[src/rtl/obj_scan_pkg.sv]
// Shared constants for the object-table scanner: FSM encodings, record layout
// and a constant-evaluable clog2.
package obj_scan_pkg;

    localparam logic [2:0] ST_IDLE    = 3'd0;
    localparam logic [2:0] ST_ISSUE_X = 3'd1;
    localparam logic [2:0] ST_ISSUE_Y = 3'd2;
    localparam logic [2:0] ST_CAPT_Y  = 3'd3;
    localparam logic [2:0] ST_CMP     = 3'd4;
    localparam logic [2:0] ST_CLR_X   = 3'd5;
    localparam logic [2:0] ST_CLR_Y   = 3'd6;
    localparam logic [2:0] ST_DONE    = 3'd7;

    // Record k lives at words {k, X_OFS} and {k, Y_OFS}.
    localparam logic        X_OFS         = 1'b0;
    localparam logic        Y_OFS         = 1'b1;
    localparam int unsigned WORDS_PER_REC = 2;

    function automatic int unsigned clog2(input int unsigned v);
        int unsigned r;
        r = 0;
        while ((64'd1 << r) < 64'(v)) r++;
        return r;
    endfunction

endpackage

[src/rtl/abs_window_cmp.sv]
// Combinational tolerance window: in_window when |a - b| <= TOL, computed with
// one guard bit so the distance never wraps.
module abs_window_cmp #(
    parameter int unsigned DW  = 8,
    parameter int unsigned TOL = 0
) (
    input  logic [DW-1:0] a,
    input  logic [DW-1:0] b,
    output logic          in_window
);

    localparam logic [DW:0] TOL_W = (DW+1)'(TOL);

    logic signed [DW:0] w_diff;
    logic        [DW:0] w_abs;

    always_comb begin
        w_diff    = $signed({1'b0, a}) - $signed({1'b0, b});
        w_abs     = w_diff[DW] ? $unsigned(-w_diff) : $unsigned(w_diff);
        in_window = (w_abs <= TOL_W);
    end

endmodule

[src/rtl/obj_table_scan.sv]
// Scans (x,y) records in an external synchronous RAM against a latched query,
// reporting first/last hit and optionally zeroing hit records.
module obj_table_scan
    import obj_scan_pkg::*;
#(
    parameter  int unsigned ENTRIES = 16,
    parameter  int unsigned DW      = 8,
    parameter  int unsigned X_TOL   = 0,
    parameter  int unsigned Y_TOL   = 20,
    localparam int unsigned AW      = clog2(WORDS_PER_REC * ENTRIES),
    localparam int unsigned CW      = clog2(ENTRIES + 1),
    localparam int unsigned IW      = clog2(ENTRIES)
) (
    input  logic          clk,
    input  logic          resetn,
    input  logic          go,
    input  logic [DW-1:0] qx,
    input  logic [DW-1:0] qy,
    input  logic          mode_all,
    input  logic          clear_en,
    output logic [AW-1:0] ram_addr,
    input  logic [DW-1:0] ram_rdata,
    output logic [DW-1:0] ram_wdata,
    output logic          ram_we,
    output logic          busy,
    output logic          done,
    output logic          hit,
    output logic [IW-1:0] hit_idx,
    output logic [CW-1:0] hit_count,
    output logic [DW-1:0] hit_x,
    output logic [DW-1:0] hit_y
);

    logic [2:0]    r_state;
    logic [IW-1:0] r_k;
    logic [DW-1:0] r_qx, r_qy, r_rx, r_ry;
    logic          r_mode_all, r_clear_en;
    logic          r_hit;
    logic [IW-1:0] r_hit_idx;
    logic [CW-1:0] r_hit_count;
    logic [DW-1:0] r_hit_x, r_hit_y;
    logic [AW-1:0] r_addr_hold;

    logic          w_in_x, w_in_y, w_match, w_last;
    logic [AW-1:0] w_addr;
    logic          w_we;

    abs_window_cmp #(.DW(DW), .TOL(X_TOL)) u_win_x (.a(r_rx), .b(r_qx), .in_window(w_in_x));
    abs_window_cmp #(.DW(DW), .TOL(Y_TOL)) u_win_y (.a(r_ry), .b(r_qy), .in_window(w_in_y));

    // An all-zero record is an empty slot and must never match.
    assign w_match = ((r_rx != '0) || (r_ry != '0)) && w_in_x && w_in_y;
    assign w_last  = (r_k == IW'(ENTRIES - 1));

    always_comb begin
        w_addr = r_addr_hold;
        w_we   = 1'b0;
        case (r_state)
            ST_ISSUE_X: w_addr = AW'({r_k, X_OFS});
            ST_ISSUE_Y: w_addr = AW'({r_k, Y_OFS});
            ST_CLR_X: begin
                w_addr = AW'({r_k, X_OFS});
                w_we   = 1'b1;
            end
            ST_CLR_Y: begin
                w_addr = AW'({r_k, Y_OFS});
                w_we   = 1'b1;
            end
            default: ;
        endcase
    end

    always_ff @(posedge clk) begin
        if (!resetn) begin
            r_state     <= ST_IDLE;
            r_k         <= '0;
            r_qx        <= '0;
            r_qy        <= '0;
            r_rx        <= '0;
            r_ry        <= '0;
            r_mode_all  <= 1'b0;
            r_clear_en  <= 1'b0;
            r_hit       <= 1'b0;
            r_hit_idx   <= '0;
            r_hit_count <= '0;
            r_hit_x     <= '0;
            r_hit_y     <= '0;
            r_addr_hold <= '0;
        end else begin
            r_addr_hold <= w_addr;
            case (r_state)
                ST_IDLE: begin
                    if (go) begin
                        r_qx        <= qx;
                        r_qy        <= qy;
                        r_mode_all  <= mode_all;
                        r_clear_en  <= clear_en;
                        r_k         <= '0;
                        r_hit       <= 1'b0;
                        r_hit_idx   <= '0;
                        r_hit_count <= '0;
                        r_hit_x     <= '0;
                        r_hit_y     <= '0;
                        r_state     <= ST_ISSUE_X;
                    end
                end
                ST_ISSUE_X: r_state <= ST_ISSUE_Y;
                ST_ISSUE_Y: begin
                    r_rx    <= ram_rdata;
                    r_state <= ST_CAPT_Y;
                end
                ST_CAPT_Y: begin
                    r_ry    <= ram_rdata;
                    r_state <= ST_CMP;
                end
                ST_CMP: begin
                    if (w_match) begin
                        r_hit       <= 1'b1;
                        r_hit_count <= r_hit_count + CW'(1);
                        r_hit_idx   <= r_k;
                        r_hit_x     <= r_rx;
                        r_hit_y     <= r_ry;
                    end
                    if (w_match && r_clear_en) begin
                        r_state <= ST_CLR_X;
                    end else if (w_last || (w_match && !r_mode_all)) begin
                        r_state <= ST_DONE;
                    end else begin
                        r_k     <= r_k + IW'(1);
                        r_state <= ST_ISSUE_X;
                    end
                end
                ST_CLR_X: r_state <= ST_CLR_Y;
                // Only reached after a match, so the decision reduces to last/mode.
                ST_CLR_Y: begin
                    if (w_last || !r_mode_all) begin
                        r_state <= ST_DONE;
                    end else begin
                        r_k     <= r_k + IW'(1);
                        r_state <= ST_ISSUE_X;
                    end
                end
                ST_DONE: r_state <= ST_IDLE;
                default: r_state <= ST_IDLE;
            endcase
        end
    end

    assign ram_addr  = w_addr;
    assign ram_we    = w_we;
    assign ram_wdata = '0;
    assign busy      = (r_state != ST_IDLE);
    assign done      = (r_state == ST_DONE);
    assign hit       = r_hit;
    assign hit_idx   = r_hit_idx;
    assign hit_count = r_hit_count;
    assign hit_x     = r_hit_x;
    assign hit_y     = r_hit_y;

endmodule
[config.mk]
export PLATFORM = sky130hd
export DESIGN_NAME = obj_table_scan
export DESIGN_NICKNAME = d
export VERILOG_FILES = /design/src/rtl/obj_scan_pkg.sv /design/src/rtl/abs_window_cmp.sv /design/src/rtl/obj_table_scan.sv
export SDC_FILE = /design/constraint.sdc
export NUM_CORES = 1
export LEC_CHECK = 0
export ABC_AREA = 1
export BUFFER_PORTS_ARGS = -buffer_cell sky130_fd_sc_hd__buf_2
export CORE_ASPECT_RATIO = 2
export CORE_UTILIZATION = 61
export CTS_CLUSTER_DIAMETER = 80
export DETAILED_ROUTE_END_ITERATION = 12
export PLACE_DENSITY = 0.91
export SLEW_MARGIN = 25
export SYNTH_ARGS = -nofsm -noshare
export SYNTH_HDL_FRONTEND = slang
export SYNTH_SLANG_ARGS = --single-unit
[constraint.sdc]
create_clock -name clk -period 6.5 [get_ports clk]
set_input_delay 0.325 -clock clk [delete_from_list [all_inputs] [get_ports clk]]
set_output_delay 0.325 -clock clk [all_outputs]
set_load 0.1 [all_outputs]
Word level (Yosys, flattened, before mapping):

Cells that the tools add are included.

* register bits: 72
* input bits: 29
* word-level logic and storage cells: 82

* $add $sub $neg: 6
* order comparisons: 2
* equal/unequal tests: 13
* multiplexer cells: 27
* reduce and logical (&&, ||, !) cells: 20

Operators by type and width (count)
* $pmux W8 S2: 2
* $mux W8: 3
* $pmux W3 S8: 1
* $mux W4: 5
* $pmux W5 S2: 2
* $mux W9: 2
* $neg A9 Y9: 2
* $sub A8 B8 Y9: 2
* $reduce_bool A8 Y1: 2
* $eq A3 B3 Y1 const B: 4
* $mux W3: 4
* $pmux W4 S3: 1
* $mux W5: 2
* $ne A2 B2 Y1 const B: 5
* $le A9 B1 Y1 const B: 1
* $le A9 B5 Y1 const B: 1
* $pmux W4 S2: 1
* $eq A3 B2 Y1 const B: 2
* $reduce_bool A3 Y1: 2
* $reduce_or A2 Y1: 3
* $add A5 B1 Y5 const B: 1
* $reduce_and A5 Y1: 1
* $add A4 B1 Y4 const B: 1
* $eq A4 B4 Y1 const B: 1
* other kinds (10): 17

Depth between registers and ports, before layout:

Gate-level depths: netlist of the first run.

* word-level depth: 11
* depth in mapped cells: 24

Hierarchy:

From an unflattened synthesis of the first run, not the netlist that was laid out.

* cell total of the unflattened synthesis: 705
* area total of the unflattened synthesis: 4504.3 sq um

Modules (own cells, without submodules)
* obj_table_scan: instances 1, cells an instance 447, area each 3198.1 sq um, seq. area each 1441.4 sq um
* abs_window_cmp (u_win_y): instances 1, cells an instance 136, area each 686.9 sq um, seq. area each 0.0 sq um
* abs_window_cmp (u_win_x): instances 1, cells an instance 122, area each 619.3 sq um, seq. area each 0.0 sq um

Least setup slack after synthesis of the first run:

Ideal clock, no wire load.

* path type: register to register
* start: register r_rx[0]
* end: register r_hit_y[0], in the netlist hit_y[0]
* setup time: 123 ps
* data arrival time: 2424 ps
* slack: 3952 ps
* cell stages (with the launch flop): 23
* cells stage by stage: dfxtp_1 > inv_1 > ha_1 > inv_1 > fa_1 > inv_1 > nand2_1 > nand2_1 > nand2_1 > nor2_2 > nand2_2 > nor2_4 > nand3_2 > nand3_1 > nand2_1 > nor2_1 > nand2_1 > nor2_2 > and2_4 > nand2_4 > nand2_4 > buf_6 > o22ai_1

* longest elaborated chain between the ends: 8

Ends and longest elaborated chain
* from (decl): RTL line obj_table_scan.sv:36 `logic [DW-1:0] r_qx, r_qy, r_rx, r_ry;`
* from (signal assigned): RTL line obj_table_scan.sv:109 `r_rx <= ram_rdata;`
* $sub A8 B8 Y9: RTL line abs_window_cmp.sv:18 `w_diff = $signed({1'b0, a}) - $signed({1'b0, b});`
* $neg A9 Y9: RTL line abs_window_cmp.sv:19 `w_abs = w_diff[DW] ? $unsigned(-w_diff) : $unsigned(w_diff);`
* $mux W9: RTL line abs_window_cmp.sv:19
* $le A9 B1 Y1: RTL line abs_window_cmp.sv:20 `in_window = (w_abs <= TOL_W);`
* $logic_and A1 B1 Y1 * (2 in series): RTL line obj_table_scan.sv:52 `assign w_match = ((r_rx != '0) || (r_ry != '0)) && w_in_x && w_in_y;`
* $ne A2 B2 Y1 (no line) *
* $reduce_and A3 Y1 (no line) *
* to (signal assigned): RTL line obj_table_scan.sv:122 `r_hit_y <= r_ry;`
* to (decl): RTL line obj_table_scan.sv:41 `logic [DW-1:0] r_hit_x, r_hit_y;`

Mark *: on every way between the ends. The rest lies on a longest branch, timed or not.
A chain may end at the register's enable or synchronous reset.

Worst setup path in the final report of the first run:

* start: register r_rx[0]
* end: register r_hit_x[2], in the netlist hit_x[2]

* longest elaborated chain between the ends: 8

Ends and longest elaborated chain
* $sub A8 B8 Y9: RTL line abs_window_cmp.sv:18
* $neg A9 Y9: RTL line abs_window_cmp.sv:19
* $mux W9: RTL line abs_window_cmp.sv:19
* $le A9 B1 Y1: RTL line abs_window_cmp.sv:20
* $logic_and A1 B1 Y1 * (2 in series): RTL line obj_table_scan.sv:52
* $ne A2 B2 Y1 (no line) *
* $reduce_and A3 Y1 (no line) *
* to (signal assigned): RTL line obj_table_scan.sv:121 `r_hit_x <= r_rx;`
* to (decl): RTL line obj_table_scan.sv:41

Marks and branches as above.

==> results of run 1 <==
area by class of cell:
| cell class | count | area [sq um] | share of cell area, % |
|---|---|---|---|
| inverters | 95 | 357 | 7.22 |
| multi-input cells | 430 | 2410 | 48.7 |
| clock buffers | 11 | 253 | 5.11 |
| clock inverters | 5 | 55.1 | 1.11 |
| flip-flops and latches | 72 | 1440 | 29.2 |
| repair buffers | 63 | 318 | 6.43 |
| well taps | 90 | 113 | 2.28 |
layout by cell type, fill, tap and decap left out, types with 2 or more instances in the layout:
master and instances:
clkinv_2 2, a21oi_1 51, o21a_1 3, buf_2 62, nand2_1 138, xor2_1 2
nor3_2 3, inv_2 5, clkinvlp_4 2, fa_1 2, nand4_1 12, nor2_4 2
clkbuf_16 9, o21ai_0 37, inv_1 89, nand3_2 6, ha_1 18, xnor2_1 2
conb_1 8, clkbuf_8 2, dfxtp_1 72, nand3_1 50, nand2_2 13, o22ai_2 19
nor2_2 4, nand2_4 3, a21oi_2 2, nand3b_1 3, nor2_1 41
where the power goes:
group | switching [uW] | internal, uW
Clock | 195 | 317
Sequential | 13.7 | 468
Combinational | 449 | 185
Total | 658 | 969
layer usage:
metal	GRT usage (%)	vias up	share of wire (%)
met4	22.5	0	5.9
li1	-	2095	-
met2	56.6	189	53
met1	33.1	1967	37
met3	5.22	63	4.5
met5	0	-	0
kinds of logic after synthesis:
logic type / Yosys count
compound gates: 116
xor+xnor: 4
fa+ha+maj: 20
buf+inv: 120
flops: 72
other cells: 1
simple gates: 282
cell usage after synthesis, types with 2 or more instances:
cell type / n / area (sq um)
nand3_1: 50 / 250
nor2_4: 2 / 22.5
nand2_4: 3 / 33.8
inv_2: 5 / 18.8
nand3b_1: 3 / 22.5
buf_6: 4 / 45.0
nand2_2: 13 / 81.3
a21oi_1: 51 / 255
fa_1: 2 / 40.0
nand3_2: 6 / 60.1
o21a_1: 3 / 22.5
clkbuf_1: 11 / 41.3
a21oi_2: 2 / 17.5
o21ai_0: 37 / 185
nand4_1: 12 / 75.1
o22ai_2: 19 / 238
inv_1: 89 / 334
nor2_1: 41 / 154
buf_1: 2 / 7.51
buf_4: 8 / 60.1
nand2_1: 138 / 518
xnor2_1: 2 / 17.5
ha_1: 18 / 225
dfxtp_1: 72 / 1440
xor2_1: 2 / 17.5
nor3_2: 3 / 30.0
nor2_2: 4 / 25.0
critical path, stage by stage (launching register included):
cell and delay [ns]:
dfxtp_1 0.29, inv_1 0.13, ha_1 0.21, inv_1 0.10, fa_1 0.43, inv_1 0.07, nand2_1 0.04, nand2_1 0.09
nand3_1 0.16, nor2_4 0.18, nand3_2 0.12, nand3_1 0.12, nand2_1 0.08, nor2_1 0.09, nand2_1 0.06, nor2_2 0.11
and2_4 0.19, nand3_4 0.30, o22ai_2 0.32
state kept, by name, summed over array words and instances (netlist names), 3 cells and up:
name and cells:
r_k 4, r_ry 8, hit_count 5, hit_y 8, r_addr_hold 5, r_qx 8, r_state 3, hit_x 8
r_rx 8, r_qy 8, hit_idx 4
metrics by stage:
step	cell area [sq um]	hold slack, ns
finish	4940	0.270
detailed placement	4630	0.455
global route	4940	0.286
floorplan	4360	0.435
CTS	4940	0.270
global placement	4630	0.448
path summary, 6_finish.rpt:
check | cells past startpoint | end | slack (ns)
max | 18 | hit_x[2] | 3.31
min | 3 | r_qx[5] | 0.27
max reg2reg | 18 | hit_x[2] | 3.31
min reg2reg | 2 | r_qy[7] | 0.46
==> results.cfg, run 1 <==
[clock_network]
root_buffer = clkbuf_16
post-cts-setup-buffer-count = 0
cts_max_level = 3
holdBufCountCts = 0
clock_latency_ns = 0.34
ctsLongestPathBuffers = 2
clkTransAtPathRegs_ns = 0.06
cts_tree = done
cts_buffers = 9
clock-sinks = 72
cts-resized-gates = 0

[layout]
layout.cells.non_filler = 766
final_nets = 720
fill_cells = 548
final_util_pct = 71.8
layout-drive-gt1-share_pct = 20.7
diodes = 0
area_growth_pct = 14.1

[grt]
grt_overflow = 0
antenna_found_initial = 0
grtUsageTotal_pct = 32.5
grt_max_degree = 58
grt_pass1_wl_um = 18200
grt_pass1_vias = 4212

[sta]
hold_violations = 0
final.period_utilization_pct = 49.0
setup_slack_ns = 3.31
slew_viol_final = 0
fin_crit_ns = 3.19
clock_skew_ns = 0.00913
rsz0062_at_grt = false
final-setup-viol-count = 0
maxSlewHeadroom_pct = 36.1
tns_ns = 0
tightestPinTransition_ns = 0.958
max_freq_mhz = 314

[yosys]
synth_enable_flop_cells = 0
ys.flop_type = dfxtp_1
ys_types = 40
ys_ff_latch = 72
yosys_warnings = 0
synth_cells = 615
async_reset_ff_share_pct = 0
synthSimpleGateAreaFrac_pct = 30.7
synth_area_sq_um = 4330
synth_xor_area_share_pct = 0.809
synth_top_family_by_area = simple AND/OR/NAND/NOR gates
avgSynthCellArea_sq_um = 7.04
ys_seq_area_share_pct = 33.3
synthMuxAreaShare_pct = 0
synth_compound_gate_area_share_pct = 17.2
synth_fa_ha_area_share_pct = 6.12

[critical_path]
endpoint_kind = flop
startpoint_type = flop
crit_start = r_rx[0]
critPathKind = reg2reg
critPathArrivalTime_ns = 3.44
cp_max_fo = 21
cp.required_ns = 6.75
r2r_start = r_rx[0]

[pwr]
vdd_drop_max_uv = 279
total_power_uw = 1630
leakagePower_uw = 0.00244
powerDensity_nw_per_um2 = 329

[floorplan]
die_x_um = 61.6
core_area_sq_um = 6890
fp.dieArea_sq_um = 7460
die_h_um = 121
start_util_pct = 62.9
ios = 71
rows = 43

[place]
hpwl_um = 8150
dp_cells = 750
gp_congestion = 1.03
io_buffers = 62
post-place-ws_ns = 3.43

[route]
wirelength_um = 11300
vias_per_cell = 5.63
num_vias = 4314
drt-wirelength-per-cell_um = 14.7
drt_iter0_drc = 222
dr.pass1.iters = 8
ant_nets = 0
drc = 0

[hold_path]
worstHoldStart = qx[5]
worst_hold_path_type = in2reg

[run]
drv_cap = 0

[run_status]
outcome = complete, no violations
Note: power is estimated with default switching activity, not from simulation.
==> inputs of run 2 (changes only) <==
- ABC_AREA: 1 -> 0
- CORE_UTILIZATION: 61 -> 57
- PLACE_DENSITY: 0.91 -> 0.86
- clock period: 6.5 -> 3.3 ns (I/O delays scaled with it)
==> results.cfg, run 2 <==
[yosys]
yosys_warnings = 0
synth_area_leaders = dfxtp_1 (32%), a21boi_0 (6.9%), nand2_1 (5.9%)
synth_cells = 561
avgSynthCellArea_sq_um = 8.10
ys_types = 69
synth_top_area_share_pct = 31.7
ys.flop_type = dfxtp_1
synth_enable_flop_cells = 0
ys_seq_area_share_pct = 31.7
yosys.area.top_type = dfxtp_1
async_reset_ff_share_pct = 0
yosysMostFrequentCell = dfxtp_1
ys_ff_latch = 72
synth_area_sq_um = 4540
yosys-top-cells-count = dfxtp_1 (72), nand2_1 (71), a21boi_0 (42)

[route]
ant_nets = 0
vias_per_cell = 6.68
num_vias = 5167
dr.pass1.iters = 5
drc = 0
drt-wirelength-per-cell_um = 20.8
wirelength_um = 16100
drt_iter0_drc = 519

[hold_path]
worstHoldStart = qy[1]
worst_hold_path_type = in2reg
min_path_cells = 3
hold_end = r_qy[1]

[critical_path]
cp.required_ns = 3.56
startpoint_type = flop
r2r_start = r_ry[0]
regToRegSetupSlack_ns = -0.28
critPathArrivalTime_ns = 3.84
critPathKind = reg2reg
cp_max_fo = 6
reg2reg_depth = 16
r2r-end = hit_y[1]
endpoint_kind = flop

[grt]
grt_overflow = 0
grt_pass1_vias = 4846
grtUsageTotal_pct = 36.4
grt_pass1_wl_um = 23100
grt_max_degree = 51
antenna_found_initial = 0

[pwr]
total_power_uw = 3370
vdd_drop_max_uv = 660
powerDensity_nw_per_um2 = 557
swShare_pct = 37.5
pwr-share-seq_pct = 28.3
p_comb_share_pct = 42.0
leakagePower_uw = 0.00257
p_int_uw = 2110
p_sw_uw = 1260
p_clk_share_pct = 29.7

[clock_network]
cts_buffers = 9
root_buffer = clkbuf_16
clock-sinks = 72
ctsLongestPathBuffers = 2
cts_tree = done
holdBufCountCts = 0
clock_latency_ns = 0.34
cts_max_level = 3
clkTransAtPathRegs_ns = 0.06

[floorplan]
die_x_um = 65.1
fp.dieArea_sq_um = 8350
ios = 71
rows = 45
die_h_um = 128
core_area_sq_um = 7660
start_util_pct = 59.3

[layout]
final_cell_mix = nand2_1 (69), buf_4 (66), dfxtp_1 (64)
final_util_pct = 79.1
final_common_cell = nand2_1
layout-drive-gt1-share_pct = 33.1
fill_cells = 449
multi_input_comb_area_sq_um = 3100
final_nets = 724
area_growth_pct = 33.3
layout.area.seq_sq_um = 1450
layout.cells.non_filler = 774
diodes = 0

[place]
hpwl_um = 9560
gp_congestion = 0.910
dp_cells = 741
io_buffers = 62

[sta]
clock_skew_ns = 0.00696
final-setup-viol-count = 31
fin_crit_ns = 3.58
setup_slack_ns = -0.276
final.period_utilization_pct = 108
rsz0062_at_grt = true
maxSlewHeadroom_pct = 54.0
max_freq_mhz = 280
slew_viol_final = 0
tightestPinTransition_ns = 0.685
hold_violations = 0

[run]
drv_cap = 0

[run_status]
violations = setup timing
outcome = finished, violations left
run 2: cells by family after synthesis:
family | after synthesis | synth area share (%)
and+or+nand+nor | 224 | 26.2
AOI/OAI and AO/OA | 146 | 23.7
buffers and inverters | 73 | 7.08
DFF | 72 | 31.7
adders and majority gates | 20 | 5.84
muxes | 15 | 3.42
xor gates and xnor gates | 10 | 1.93
other | 1 | 0.0826
run 2: power groups by stage:
stage	Sequential, uW	Clock (uW)	Combinational, uW
2_1_floorplan	946	0	805
3_3_place_gp	960	0	1120
3_5_place_dp	963	0	1160
4_1_cts	947	996	1270
5_1_grt	955	1030	1490
6_report	953	1000	1420
run 2: final cells by class:
cell class / count / area share [%]
Multi-Input combinational cell: 423 / 51.2
Sequential cell: 72 / 24.0
Timing Repair Buffer: 137 / 15.8
Clock buffer: 10 / 3.95
Inverter: 32 / 1.98
Tap cell: 94 / 1.94
Clock inverter: 6 / 1.07
run 2: layer usage:
layer  routed length (um)  part of all wire, %  global-route usage, %
met5                    0                    0                      0
met4                 1390                  8.6                   26.6
met2                 8240                   51                   65.8
met3                 1060                  6.6                   6.76
met1                 5440                   34                   35.5
run 2: timing repair:
| action | in CTS | in global routing |
|---|---|---|
| gates cloned | 1 | 2 |
| setup endpoints to repair | 32 | 32 |
| pin swaps | 29 | 57 |
| gates resized for setup | 50 | 36 |
| buffers inserted | 10 | 6 |
run 2: stage by stage:
step	setup TNS (ns)	setup WS (ns)	hold slack, ns	cell area, sq um
2_1_floorplan	0	0.00360	0.310	4620
3_3_place_gp	-1.84	-0.0997	0.415	5270
3_5_place_dp	-4.71	-0.228	0.424	5270
4_1_cts	-3.19	-0.186	0.0655	5820
5_1_grt	-7.07	-0.318	0.0940	6060
6_report	-5.28	-0.276	0.0586	6060
run 2: worst max path at each step:
stage / start / end / slack [ns] / cells after the start
floorplan: r_ry[0] / hit_count[3] / 0.004 / 14
global route: r_ry[0] / hit_y[1] / -0.32 / 17
global placement: r_qy[2] / hit_x[4] / -0.1 / 12
finish: r_ry[0] / hit_y[1] / -0.28 / 16
detailed placement: r_rx[0] / hit_x[4] / -0.23 / 14
CTS: r_ry[0] / hit_count[3] / -0.19 / 13
run 2: critical path, stage by stage, from the launching register on:
cell and delay [ns]:
dfxtp_2 0.33, inv_2 0.07, ha_4 0.14, inv_2 0.04, fa_2 0.43, nand3_2 0.12
nand2_4 0.08, buf_4 0.14, a221oi_2 0.38, buf_4 0.22, a31oi_1 0.05, o21a_1 0.25
and4b_2 0.38, and4_4 0.37, clkbuf_16 0.19, nand4_1 0.12, a21boi_1 0.20
==> inputs of run 3 (changes only) <==
- ABC_AREA: 0 -> 1
==> results.cfg, run 3 (same netlist as run 1, synthesis figures left out) <==
[run_status]
outcome = complete, no violations

[route]
wl_met2_um = 6310
m1WireLength_um = 4080
vias_per_cell = 5.65
wirelength_um = 11700
ant_nets = 0
topRoutingLayerUsed = met4
num_vias = 4347
dr_wl_met3_um = 537
drt_iter0_drc = 204
dr.pass1.iters = 6
drc = 0
drt-wirelength-per-cell_um = 15.1

[sta]
clock_skew_ns = 0.00387
hold_violations = 0
tightestPinTransition_ns = 0.956
fin_crit_ns = 2.98
max_freq_mhz = 336
maxSlewHeadroom_pct = 36.1
tns_ns = 0
holdWs_ns = 0.101
slew_viol_final = 0
final.period_utilization_pct = 90.3
final-setup-viol-count = 0
rsz0062_at_grt = false

[place]
hpwl_um = 8690
io_buffers = 62
gp_congestion = 0.926
dp_cells = 753

[critical_path]
crit_buf_inv = 2
cpPeakStageDelay_ns = 0.41
critPathSlowestCell = fa_1
critPathArrivalTime_ns = 3.19
critPathKind = reg2reg
critPathMostFrequentCell = nand2_1
path_cells = inv_1 > ha_1 > inv_1 > fa_1 > nand2_1 > nand2_1 > nor3_2 > nand3_1 > nand3_1 > nand2_1 > nor2_1 > nand2_1 > nor3_2 > and2_4 > nand2_4 > nand2_8 > o22ai_2
path_delay_family = simple AND/OR/NAND/NOR gates
cp.required_ns = 3.51
cp_max_fo = 21
regToRegSetupSlack_ns = 0.32
startpoint_type = flop
endpoint_kind = flop

[run]
drv_cap = 0

[pwr]
pwr-share-seq_pct = 29.0
p_sw_uw = 1310
total_power_uw = 3270
leakagePower_uw = 0.00245
p_comb_share_pct = 38.5
powerDensity_nw_per_um2 = 654
vdd_drop_max_uv = 487
p_int_uw = 1950
p_clk_share_pct = 32.5
swShare_pct = 40.1

[layout]
layout.cells.non_filler = 770
area_growth_pct = 15.3
final_nets = 722
layout-drive-gt1-share_pct = 20.9
diodes = 0
final_cell_mix = nand2_1 (138), inv_1 (89), dfxtp_1 (72)
final_util_pct = 68.2
final_common_cell = nand2_1
fill_cells = 583

[grt]
grt_overflow = 0
grt_pass1_vias = 4350
grt_pass1_wl_um = 18700
grtUsageTotal_pct = 30.1
grt_max_degree = 39
antenna_found_initial = 0

[clock_network]
post-cts-setup-buffer-count = 0
cts_tree = done
ctsLongestPathBuffers = 2
root_buffer = clkbuf_16
clkTransAtPathRegs_ns = 0.06
cts_max_level = 3
clock_latency_ns = 0.34
cts_buffers = 9
clock-sinks = 72

[floorplan]
rows = 44
start_util_pct = 59.2
die_h_um = 125
fp.dieArea_sq_um = 7970
ios = 71
die_x_um = 63.6
core_area_sq_um = 7320

[hold_path]
worst_hold_path_type = in2reg
## run 3: tightest hold or removal path: cells and delay by family
family	cells	cell delay, ns
AOI/OAI and AO/OA	1	0.06
buffers and inverters	1	0.10
and+or+nand+nor	1	0.07
## run 3: final cells by class
| class | instances | area [sq um] | area share (%) |
|---|---|---|---|
| inverters | 95 | 357 | 7.14 |
| clock inverters | 6 | 92.6 | 1.85 |
| multi-input cells | 431 | 2430 | 48.7 |
| clock buffers | 10 | 229 | 4.58 |
| repair buffers | 64 | 325 | 6.51 |
| well taps | 92 | 115 | 2.30 |
| flip-flops and latches | 72 | 1440 | 28.9 |
## run 3: final timing paths
path,start,endpoint,cells past startpoint
worst min register to register,r_qx[6],r_qx[6],2
worst max register to register,r_ry[0],hit_idx[1],17
worst max-delay path,r_ry[0],hit_idx[1],17
worst min-delay path,qy[0],r_qy[0],3
## run 3: repair_timing
| action | in CTS | in global routing |
|---|---|---|
| gates resized for setup | 0 | 3 |
| endpoints found under the setup margin | 0 | 26 |
| hold buffers | 0 | 0 |
## run 3: metrics by stage
| stage | cell area, sq um | setup slack (ns) |
|---|---|---|
| after floorplan | 4360 | 0.752 |
| after global routing | 4990 | 0.0424 |
| after CTS | 4970 | 0.256 |
| after global placement | 4640 | 0.384 |
| final | 4990 | 0.322 |
| after detailed placement | 4640 | 0.299 |
## run 3: layer usage
layer | up-vias | track usage (%)
met3 | 66 | 5.47
li1 | 2104 | -
met4 | 0 | 21.5
met5 | - | 0
met1 | 2006 | 28.8
met2 | 171 | 55.2
## run 3: power groups by stage
stage | clock [uW] | sequential (uW) | combinational (uW)
floorplan | 0 | 958 | 1010
global placement | 0 | 964 | 1200
detailed placement | 0 | 966 | 1230
CTS | 1060 | 947 | 1240
global route | 1100 | 952 | 1400
finish | 1060 | 948 | 1260
